$ cat src/rtl/output_pkg.sv
// Lane constants and packer state shared with the output fetch stage so that
// pack and unpack byte ordering stay identical.
package output_pkg;

  localparam int unsigned BYTES_PER_WORD = 16;
  localparam int unsigned BYTE_W         = 8;
  localparam int unsigned WORD_W         = 128;
  localparam logic [3:0]  LAST_LANE      = 4'(BYTES_PER_WORD - 1);

  typedef enum logic [1:0] {
    IDLE  = 2'd0,
    PACK  = 2'd1,
    FLUSH = 2'd2
  } packer_state_t;

  // Lane i occupies bits [127-8i -: 8]; lane 0 is the most significant byte.
  function automatic logic [WORD_W-1:0] insert_byte(
    input logic [WORD_W-1:0] word,
    input logic [3:0]        idx,
    input logic [BYTE_W-1:0] data_byte
  );
    logic [WORD_W-1:0] w_word;
    w_word = word;
    w_word[WORD_W - 1 - BYTE_W * idx -: BYTE_W] = data_byte;
    return w_word;
  endfunction

endpackage

$ cat src/rtl/output_packer.sv
// Reassembles the fetch stage's byte stream into 128-bit MSB-first words and
// writes them to output memory; flushes a zero-padded partial word at stream end.
module output_packer
  import output_pkg::*;
#(
  parameter int ADDR_W = 16
) (
  input  logic              clock,
  input  logic              reset_n,
  input  logic              start,
  input  logic [7:0]        DataIn,
  output logic [127:0]      WriteBus,
  output logic [ADDR_W-1:0] WriteAddress,
  output logic              WriteEnable,
  output logic              Done,
  output logic [ADDR_W-1:0] WordCount
);

  packer_state_t     r_state, w_state;
  logic [3:0]        r_idx, w_idx;
  logic [127:0]      r_asm, w_asm;
  logic [ADDR_W-1:0] r_wptr, w_wptr;
  logic [127:0]      r_wbus, w_wbus;
  logic [ADDR_W-1:0] r_waddr, w_waddr;
  logic              r_we, w_we;
  logic              r_done, w_done;
  logic [ADDR_W-1:0] r_wcount, w_wcount;

  always_ff @(posedge clock or negedge reset_n) begin
    if (!reset_n) r_state <= IDLE;
    else          r_state <= w_state;
  end

  always_comb begin
    w_state  = r_state;
    w_idx    = r_idx;
    w_asm    = r_asm;
    w_wptr   = r_wptr;
    w_wbus   = r_wbus;
    w_waddr  = r_waddr;
    w_we     = 1'b0;
    w_done   = 1'b0;
    w_wcount = r_wcount;
    unique case (r_state)
      IDLE: begin
        if (start) begin
          w_asm    = insert_byte('0, 4'd0, DataIn);
          w_idx    = 4'd1;
          w_wcount = '0;
          w_state  = PACK;
        end
      end
      PACK: begin
        if (start) begin
          if (r_idx == LAST_LANE) begin
            w_wbus   = insert_byte(r_asm, r_idx, DataIn);
            w_waddr  = r_wptr;
            w_we     = 1'b1;
            w_wptr   = r_wptr + ADDR_W'(1);
            w_wcount = r_wcount + ADDR_W'(1);
            w_idx    = '0;
            w_asm    = '0;
          end else begin
            w_asm = insert_byte(r_asm, r_idx, DataIn);
            w_idx = r_idx + 4'd1;
          end
        end else begin
          // Unfilled lanes are already zero because asm is cleared per word.
          if (r_idx != 4'd0) begin
            w_wbus   = r_asm;
            w_waddr  = r_wptr;
            w_we     = 1'b1;
            w_wcount = r_wcount + ADDR_W'(1);
          end
          w_idx   = '0;
          w_asm   = '0;
          w_state = FLUSH;
        end
      end
      FLUSH: begin
        w_done = 1'b1;
        w_wptr = '0;
        w_idx  = '0;
        if (start) begin
          w_asm    = insert_byte('0, 4'd0, DataIn);
          w_idx    = 4'd1;
          w_wcount = '0;
          w_state  = PACK;
        end else begin
          w_state = IDLE;
        end
      end
      default: w_state = IDLE;
    endcase
  end

  always_ff @(posedge clock or negedge reset_n) begin
    if (!reset_n) begin
      r_idx    <= '0;
      r_asm    <= '0;
      r_wptr   <= '0;
      r_wbus   <= '0;
      r_waddr  <= '0;
      r_we     <= 1'b0;
      r_done   <= 1'b0;
      r_wcount <= '0;
    end else begin
      r_idx    <= w_idx;
      r_asm    <= w_asm;
      r_wptr   <= w_wptr;
      r_wbus   <= w_wbus;
      r_waddr  <= w_waddr;
      r_we     <= w_we;
      r_done   <= w_done;
      r_wcount <= w_wcount;
    end
  end

  assign WriteBus     = r_wbus;
  assign WriteAddress = r_waddr;
  assign WriteEnable  = r_we;
  assign Done         = r_done;
  assign WordCount    = r_wcount;

endmodule
$ cat config.mk
export PLATFORM = sky130hd
export DESIGN_NAME = output_packer
export DESIGN_NICKNAME = d
export VERILOG_FILES = /design/src/rtl/output_pkg.sv /design/src/rtl/output_packer.sv
export SDC_FILE = /design/constraint.sdc
export NUM_CORES = 1
export LEC_CHECK = 0
export BUFFER_PORTS_ARGS = -buffer_cell sky130_fd_sc_hd__buf_2
export CAP_MARGIN = 20
export CORE_AREA = 2 2 169 171
export CTS_BUF_LIST = sky130_fd_sc_hd__clkbuf_8
export DETAILED_ROUTE_END_ITERATION = 12
export DIE_AREA = 0 0 171 173
export PLACE_DENSITY_LB_ADDON = 0.05
export SYNTH_ARGS = -nofsm -noshare
export SYNTH_HDL_FRONTEND = slang
export SYNTH_SLANG_ARGS = --single-unit
$ cat constraint.sdc
create_clock -name clock -period 2.1 [get_ports clock]
set_input_delay 0.42 -clock clock [delete_from_list [all_inputs] [get_ports clock]]
set_output_delay 0.42 -clock clock [all_outputs]
set_load 0.01 [all_outputs]
==> results of run 1 <==
## per-stage QoR
step                power (mW)  std cells   util
floorplan                 9.02       1288      -
global placement          10.6       1850  0.565
detailed placement        10.6       1850  0.565
CTS                       16.1       1949  0.607
global route              16.9       1950  0.611
finish                    16.1       1951  0.612
## worst reg2reg max path, cell delays in order, from the launching register on
cell,delay [ns]
dfrtp_1,0.40
inv_2,0.11
ha_4,0.17
or3b_4,0.41
nand2_4,0.11
o311ai_4,0.14
or4_1,0.49
a21oi_1,0.13
## placed cells by master, fill, tap and decap left out, types with 9 or more instances in the layout
cell,n
o21ai_0,147
o2bb2ai_1,95
ha_1,9
nand2_1,257
buf_4,67
nor2_1,44
a21oi_1,40
buf_2,171
a22o_1,10
nand2_2,12
mux2_1,11
and3_1,10
buf_12,13
clkbuf_8,66
mux2_2,87
o21ai_2,15
inv_1,34
dfrtp_1,311
and2_1,15
nand3_1,17
a32o_1,24
## routing by layer
metal | share of wire | track usage | vias to the layer above
met3 | 0.038 | 0.0380 | 57
met5 | 0 | 0 | -
met1 | 0.45 | 0.331 | 5242
met4 | 0.022 | 0.0646 | 0
li1 | - | - | 5114
met2 | 0.49 | 0.399 | 208
## final cells by class
cell class / instances / area, um2 / area share
flip-flops and latches: 312 / 7810 / 0.462
inverters: 15 / 61.3 / 0.00363
clock inverters: 29 / 154 / 0.00911
diodes: 1 / 2.50 / 0.000148
multi-input cells: 892 / 5790 / 0.343
repair buffers: 258 / 1700 / 0.101
well taps: 378 / 473 / 0.0280
clock buffers: 66 / 908 / 0.0538
## cells in the mapped netlist, types with 3 or more instances
cell type    n  area share
a21o_1       4      0.0022
a21oi_1     45       0.016
a22o_1      10      0.0064
a32o_1      24       0.018
and2_1      15      0.0068
and3_1      11      0.0050
and4_1       3      0.0019
buf_1       10      0.0027
buf_2       23      0.0084
clkbuf_1    36      0.0099
dfrtp_1    312        0.57
ha_1        13       0.012
inv_1       14      0.0038
mux2_1      11      0.0090
mux2_2      87       0.071
mux2i_1      5      0.0037
nand2_1    269       0.074
nand3_1     17      0.0062
nand4_1      7      0.0032
nor2_1      46       0.013
nor2b_1     10      0.0046
nor3_1       6      0.0022
o21ai_0    149       0.054
o21ai_1      8      0.0029
o21ai_2      8      0.0051
o22ai_1      3      0.0014
o2bb2ai_1   96       0.061
o31ai_1      3      0.0016
or3_1        9      0.0041
or4_1        4      0.0022
xnor2_1      8      0.0051
## logic make-up after synthesis
group | after synthesis | synth area share
adders and majority gates | 13 | 0.0119
AOI/OAI and AO/OA | 364 | 0.177
buffers and inverters | 84 | 0.0251
xor gates and xnor gates | 8 | 0.00511
DFF | 312 | 0.569
and+or+nand+nor | 404 | 0.127
muxes | 103 | 0.0841
## timing repair
item                                    in CTS  in global routing
cloned                                       1                  0
endpoints found under the hold margin       37                  0
pin swaps                                    2                  5
buffers inserted                             2                  1
hold buffers                                 1                  0
endpoints found under the setup margin       9                155
gates resized for setup                     12                 36
## sequential cells by signal, indices dropped and copies added (netlist names)
signal,count
Done,1
r_idx,4
WriteEnable,1
r_asm,128
r_state,2
WordCount,16
WriteAddress,16
r_wptr,16
WriteBus,128
## worst paths after layout
| path | to | cells past startpoint |
|---|---|---|
| setup / recovery | WordCount[12] | 7 |
| max in group asynchronous | r_asm[109] | 3 |
| hold / removal | r_idx[1] | 3 |
| setup reg to reg | WordCount[12] | 7 |
| min in group asynchronous | r_asm[38] | 2 |
| hold reg to reg | WriteBus[125] | 2 |
## where the power goes
| group | switching (mW) | internal [mW] |
|---|---|---|
| logic | 2.66 | 1.45 |
| clock network | 2.43 | 2.94 |
| registers | 0.214 | 6.36 |
==> impl_results.md, run 1 <==
- Drc violations: 0
- Die width: between 150 and 200 um
- Final hold vios: 0
- WP buf/inv: 1
- Clk slew on worst S/H paths: 0.06 ns
- CP startpoint: r_state[1]
- CORE AREA: 0.0276 mm2
- Largest net degree at the start of global routing: 66
- Critical-path top delay cell: or4_1
- Sequential area share after synthesis: 0.569
- Vias/cell: 5.44
- DR vias: 10621
- Global-route wire length before repair: 57200 um
- CP startpoint kind: register
- Num ports: ~170
- Total iterations of the first detailed-routing run: 5
- Crit end category: register
- # setup viols final: 0
- Delay-heaviest family, CP: simple AND/OR/NAND/NOR gates
- Root Buffer: clkbuf_8
- Total CTS buffers: 53
- Max_cap viols: 0
- Max Clock Freq: 485 MHz
- Setup TNS: 0 ns
- Power per Cell Area: around 950 mW/mm2
- Num rows: 61
- Dpl hpwl: 24200 um
- Per-cell routed wire length: 17.9 um
- Nets@finish: 1556
- Die H: between 150 and 200 um
- Post-layout instance area: about 0.017 mm2
- Syn_area_per_cell: 10.6 um2
- Register-to-Register Setup Slack: 0.04 ns
- Vias in the first global route: 10615
- Synth async-reset ratio: 1.00
- Share of cells above drive strength 1: 0.302
- Clock tree buffer depth: 3
- Fin crit period: 2.06 ns
- CP arrival: 2.55 ns
- Antenna Violating Nets Remaining: 0
- WP data required: between 2 and 3 ns
- Synth cell types: 49
- RSZ-0062 raised after global routing: true
- Clock Skew: 0.0298 ns
- Hold WS: 0.248 ns
- Number of synthesized flops with an enable pin: 0
- I/O Buffers: 172
- Final setup margin: 0.0380 ns
- Max Slew Vio Count: 0
- Drt total wl: around 35000 um
- Dpl ws: -0.0134 ns
- Slowest cell delay on critical path: 0.49 ns
- Max rail drop VDD: 0.000633 V
- DR iter-0 viols: 590
- Post-DP Area: 0.0156 mm2
- Critical Path, Cell by Cell: inv_2 -> ha_4 -> or3b_4 -> nand2_4 -> o311ai_4 -> or4_1 -> a21oi_1
- Hold Path Origin: start
- # clock sinks: 312
- Depth of the CTS H-tree: 2
- Effective utilization at floorplan: 0.496
- Seq cells post-synth: 312
- Initial antenna violation count: 0
- Post-Syn Instances: between 1000 and 1500
- Worst Hold Class: in2reg
- Rel. slew slack: 0.579
- Worst Tran Pin Value: 0.631 ns
- Mapped Area: 0.0137 mm2
- Area grow syn2layout: 23.2%
- Syn nets: 1312
- Run status: complete, no violations
- Overall Global Routing Usage: 0.241
- Clock Latency Late Sink: 0.59 ns
- Fill cells: approximately 2400
- Placer Congestion: 0.816
- GRT overflow: 0
- Lkg Pwr: approximately 8.1 nW
- Worst reg2reg startpoint: r_state[1]
- Die area: between 0.02 and 0.03 mm2
- Synth Flop Type: dfrtp_1
- Period utilization: 0.982
- Ys Warns: 0
- Setup CP Type: reg2reg
- Worst-path fanout max: 7
- CTS tree: yes
Note: power is estimated with default switching activity, not from simulation.
==> run 2, diff against run 1 <==
CELL_PAD_IN_SITES_DETAIL_PLACEMENT = 1   (was unset)
CELL_PAD_IN_SITES_GLOBAL_PLACEMENT = 1   (was unset)
CORE_AREA = 2 2 182 184   (was 2 2 169 171)
DIE_AREA = 0 0 184 186   (was 0 0 171 173)
REMOVE_ABC_BUFFERS = 1   (was unset)
==> run 2 against run 1 <==
Sequential power about the same. Sequential cell count unchanged. Non-clock buffer count increased by 14. Clock-buffer cell count increased by 10. Register-to-register slack got worse by 0.04 ns. Clock power grew 7.2%. Worst setup slack lost 0.044 ns. Total power up 4.1%. The run now ends with negative setup slack left. Cell area grew 1.5%. First-iteration DRC count is 11% higher. Sequential share of layout area down 0.67 points. Via count is 2.6% higher.
==> impl_results.md, run 2 (same netlist as run 1, synthesis figures left out) <==
- Run status: finished with violations
- Failing checks: negative setup slack
- Vias/cell: between 5 and 6
- Commonest cells after routing, fill and taps aside: dfrtp_1, nand2_1, buf_2
- Non-filler instance count after layout: 2001
- # setup viols final: 1
- Max rail drop VDD: ~0.0005 V
- Num rows: 66
- DR iter-0 viols: 656
- Drt total wl: ~40000 um
- Period utilization: 1.00
- Root Buffer: clkbuf_8
- Register-to-Register Setup Slack: -0.007 ns
- CP arrival: 2.63 ns
- RSZ-0062 raised after global routing: true
- Crit end category: register
- Dpl hpwl: around 27000 um
- Fin crit period: 2.11 ns
- Die width: 184 um
- DR WL met3: 1500 um
- Per-cell routed wire length: 19.6 um
- Clk slew on worst S/H paths: 0.06 ns
- Die H: between 150 and 200 um
- Initial antenna violation count: 0
- Max Clock Freq: 475 MHz
- Depth of the CTS H-tree: 2
- CORE AREA: 0.0322 mm2
- Global-route wire length before repair: 63100 um
- Worst Hold Class: in2reg
- Share of cells above drive strength 1: 0.313
- Clock Latency Late Sink: 0.61 ns
- M1 WL: 18500 um
- GRT overflow: 0
- Max Slew Vio Count: 0
- Drc violations: 0
- Critical Path, Cell by Cell: inv_2 -> ha_1 -> or3b_4 -> nand2_4 -> o311ai_2 -> buf_4 -> or3_1 -> a21oi_2
- I/O Buffers: 172
- Max_cap viols: 0
- Lkg Pwr: 8.26 nW
- Area grow syn2layout: 25.0%
- Setup CP Type: reg2reg
- Fill cells: 3541
- WP buf/inv: 2
- Final hold vios: 0
- Worst Tran Pin Value: 0.539 ns
- Antenna Violating Nets Remaining: 0
- Clock Skew: 0.0439 ns
- Rel. slew slack: 0.641
- Num ports: 173
- Total CTS buffers: 54
- Dpl cells: 1895
- Effective utilization at floorplan: 0.426
- Slowest cell delay on critical path: 0.43 ns
- Die area: 0.0342 mm2
- Nets@finish: around 1600
- Power per Cell Area: between 900 and 1000 mW/mm2
- Vias in the first global route: 11286
- Placer Congestion: 0.802
- WP data required: ~2.6 ns
- CTS tree: yes
- Final setup margin: -0.00652 ns
- Most common cell after layout, fill and taps aside: dfrtp_1
- DR vias: 10899
- Worst-path fanout max: 8
- Critical-path top delay cell: or3b_4
- # clock sinks: 312
- CP startpoint kind: register
- Overall Global Routing Usage: 0.233
- Max layer used: met4
- Final core occ: 0.532
- Total iterations of the first detailed-routing run: 5
- Diode count: 0
- Delay-heaviest family, CP: simple AND/OR/NAND/NOR gates
- Largest net degree at the start of global routing: 73
- Clock tree buffer depth: 3
- Met2 wire len: 18600 um
[run 2: cell count changes in the layout (fill, tap and decap cells not counted), moves of 3 or more]
cell,before,now
ha_1,9,12
buf_4,67,81
inv_6,3,0
clkinv_2,1,7
clkbuf_8,66,76
o21ai_2,15,8
o21ai_4,1,6
inv_1,34,29
[run 2: timing repair]
item                       in CTS  in global routing
setup endpoints to repair     139                198
gates resized for setup        28                 28
hold buffers                    1                  0
setup buffers                   2                  1
hold endpoints to repair       33                  0
pin swaps                       0                  5
[run 2: layout make-up]
cell class / count / area [um2] / area share
timing repair buffer: 272 / 1820 / 0.106
tap: 408 / 510 / 0.0298
clock inverter: 26 / 118 / 0.00686
multi-input combinational: 892 / 5790 / 0.337
clock buffer: 76 / 1050 / 0.0610
sequential: 312 / 7810 / 0.455
inverter: 15 / 58.8 / 0.00343
[run 2: worst paths after layout]
path / from / endpoint / cells past startpoint
min: DataIn[3] / r_asm[99] / 3
min in group asynchronous: reset_n / WordCount[6] / 2
min reg2reg: WriteAddress[12] / WriteAddress[12] / 2
max in group asynchronous: reset_n / WriteBus[21] / 3
max: r_state[0] / WordCount[8] / 8
max reg2reg: r_state[0] / WordCount[8] / 8
[run 2: per-stage QoR]
stage | setup slack (ns) | cell area, um2 | setup TNS (ns) | power [mW] | hold slack (ns)
2_1_floorplan | -5.80 | 13400 | -772.61 | 8.75 | 0.124
3_3_place_gp | -0.0166 | 15700 | -0.0982 | 10.7 | 0.345
3_5_place_dp | -0.141 | 15700 | -4.25 | 10.8 | 0.341
4_1_cts | 0.000877 | 17000 | 0 | 16.8 | 0.216
5_1_grt | -0.0909 | 17100 | -3.39 | 17.6 | 0.256
6_report | -0.00652 | 17100 | -0.00652 | 16.7 | 0.263
[run 2: per-layer routing]
layer  vias to the layer above  GRT usage
met3                        47     0.0346
met5                         -          0
met1                      5500      0.328
met2                       219      0.384
li1                       5133          -
met4                         0     0.0499
[run 2: report_power, final]
part	internal, mW	switching [mW]	leakage (nW)	total [mW]
Clock	3.21	2.56	0.671	5.77
Combinational	1.53	2.82	3.28	4.36
Sequential	6.36	0.238	4.31	6.60
Total	11.1	5.62	8.26	16.7
[run 2: worst reg2reg max path: cells and delay by family, from the launching register on]
family / cells / cell delay (ns)
AND/OR/NAND/NOR: 3 / 0.89
buffers and inverters: 2 / 0.27
AO/OA/AOI/OAI: 2 / 0.28
flip-flops: 1 / 0.39
adder cells (fa/ha/maj): 1 / 0.21
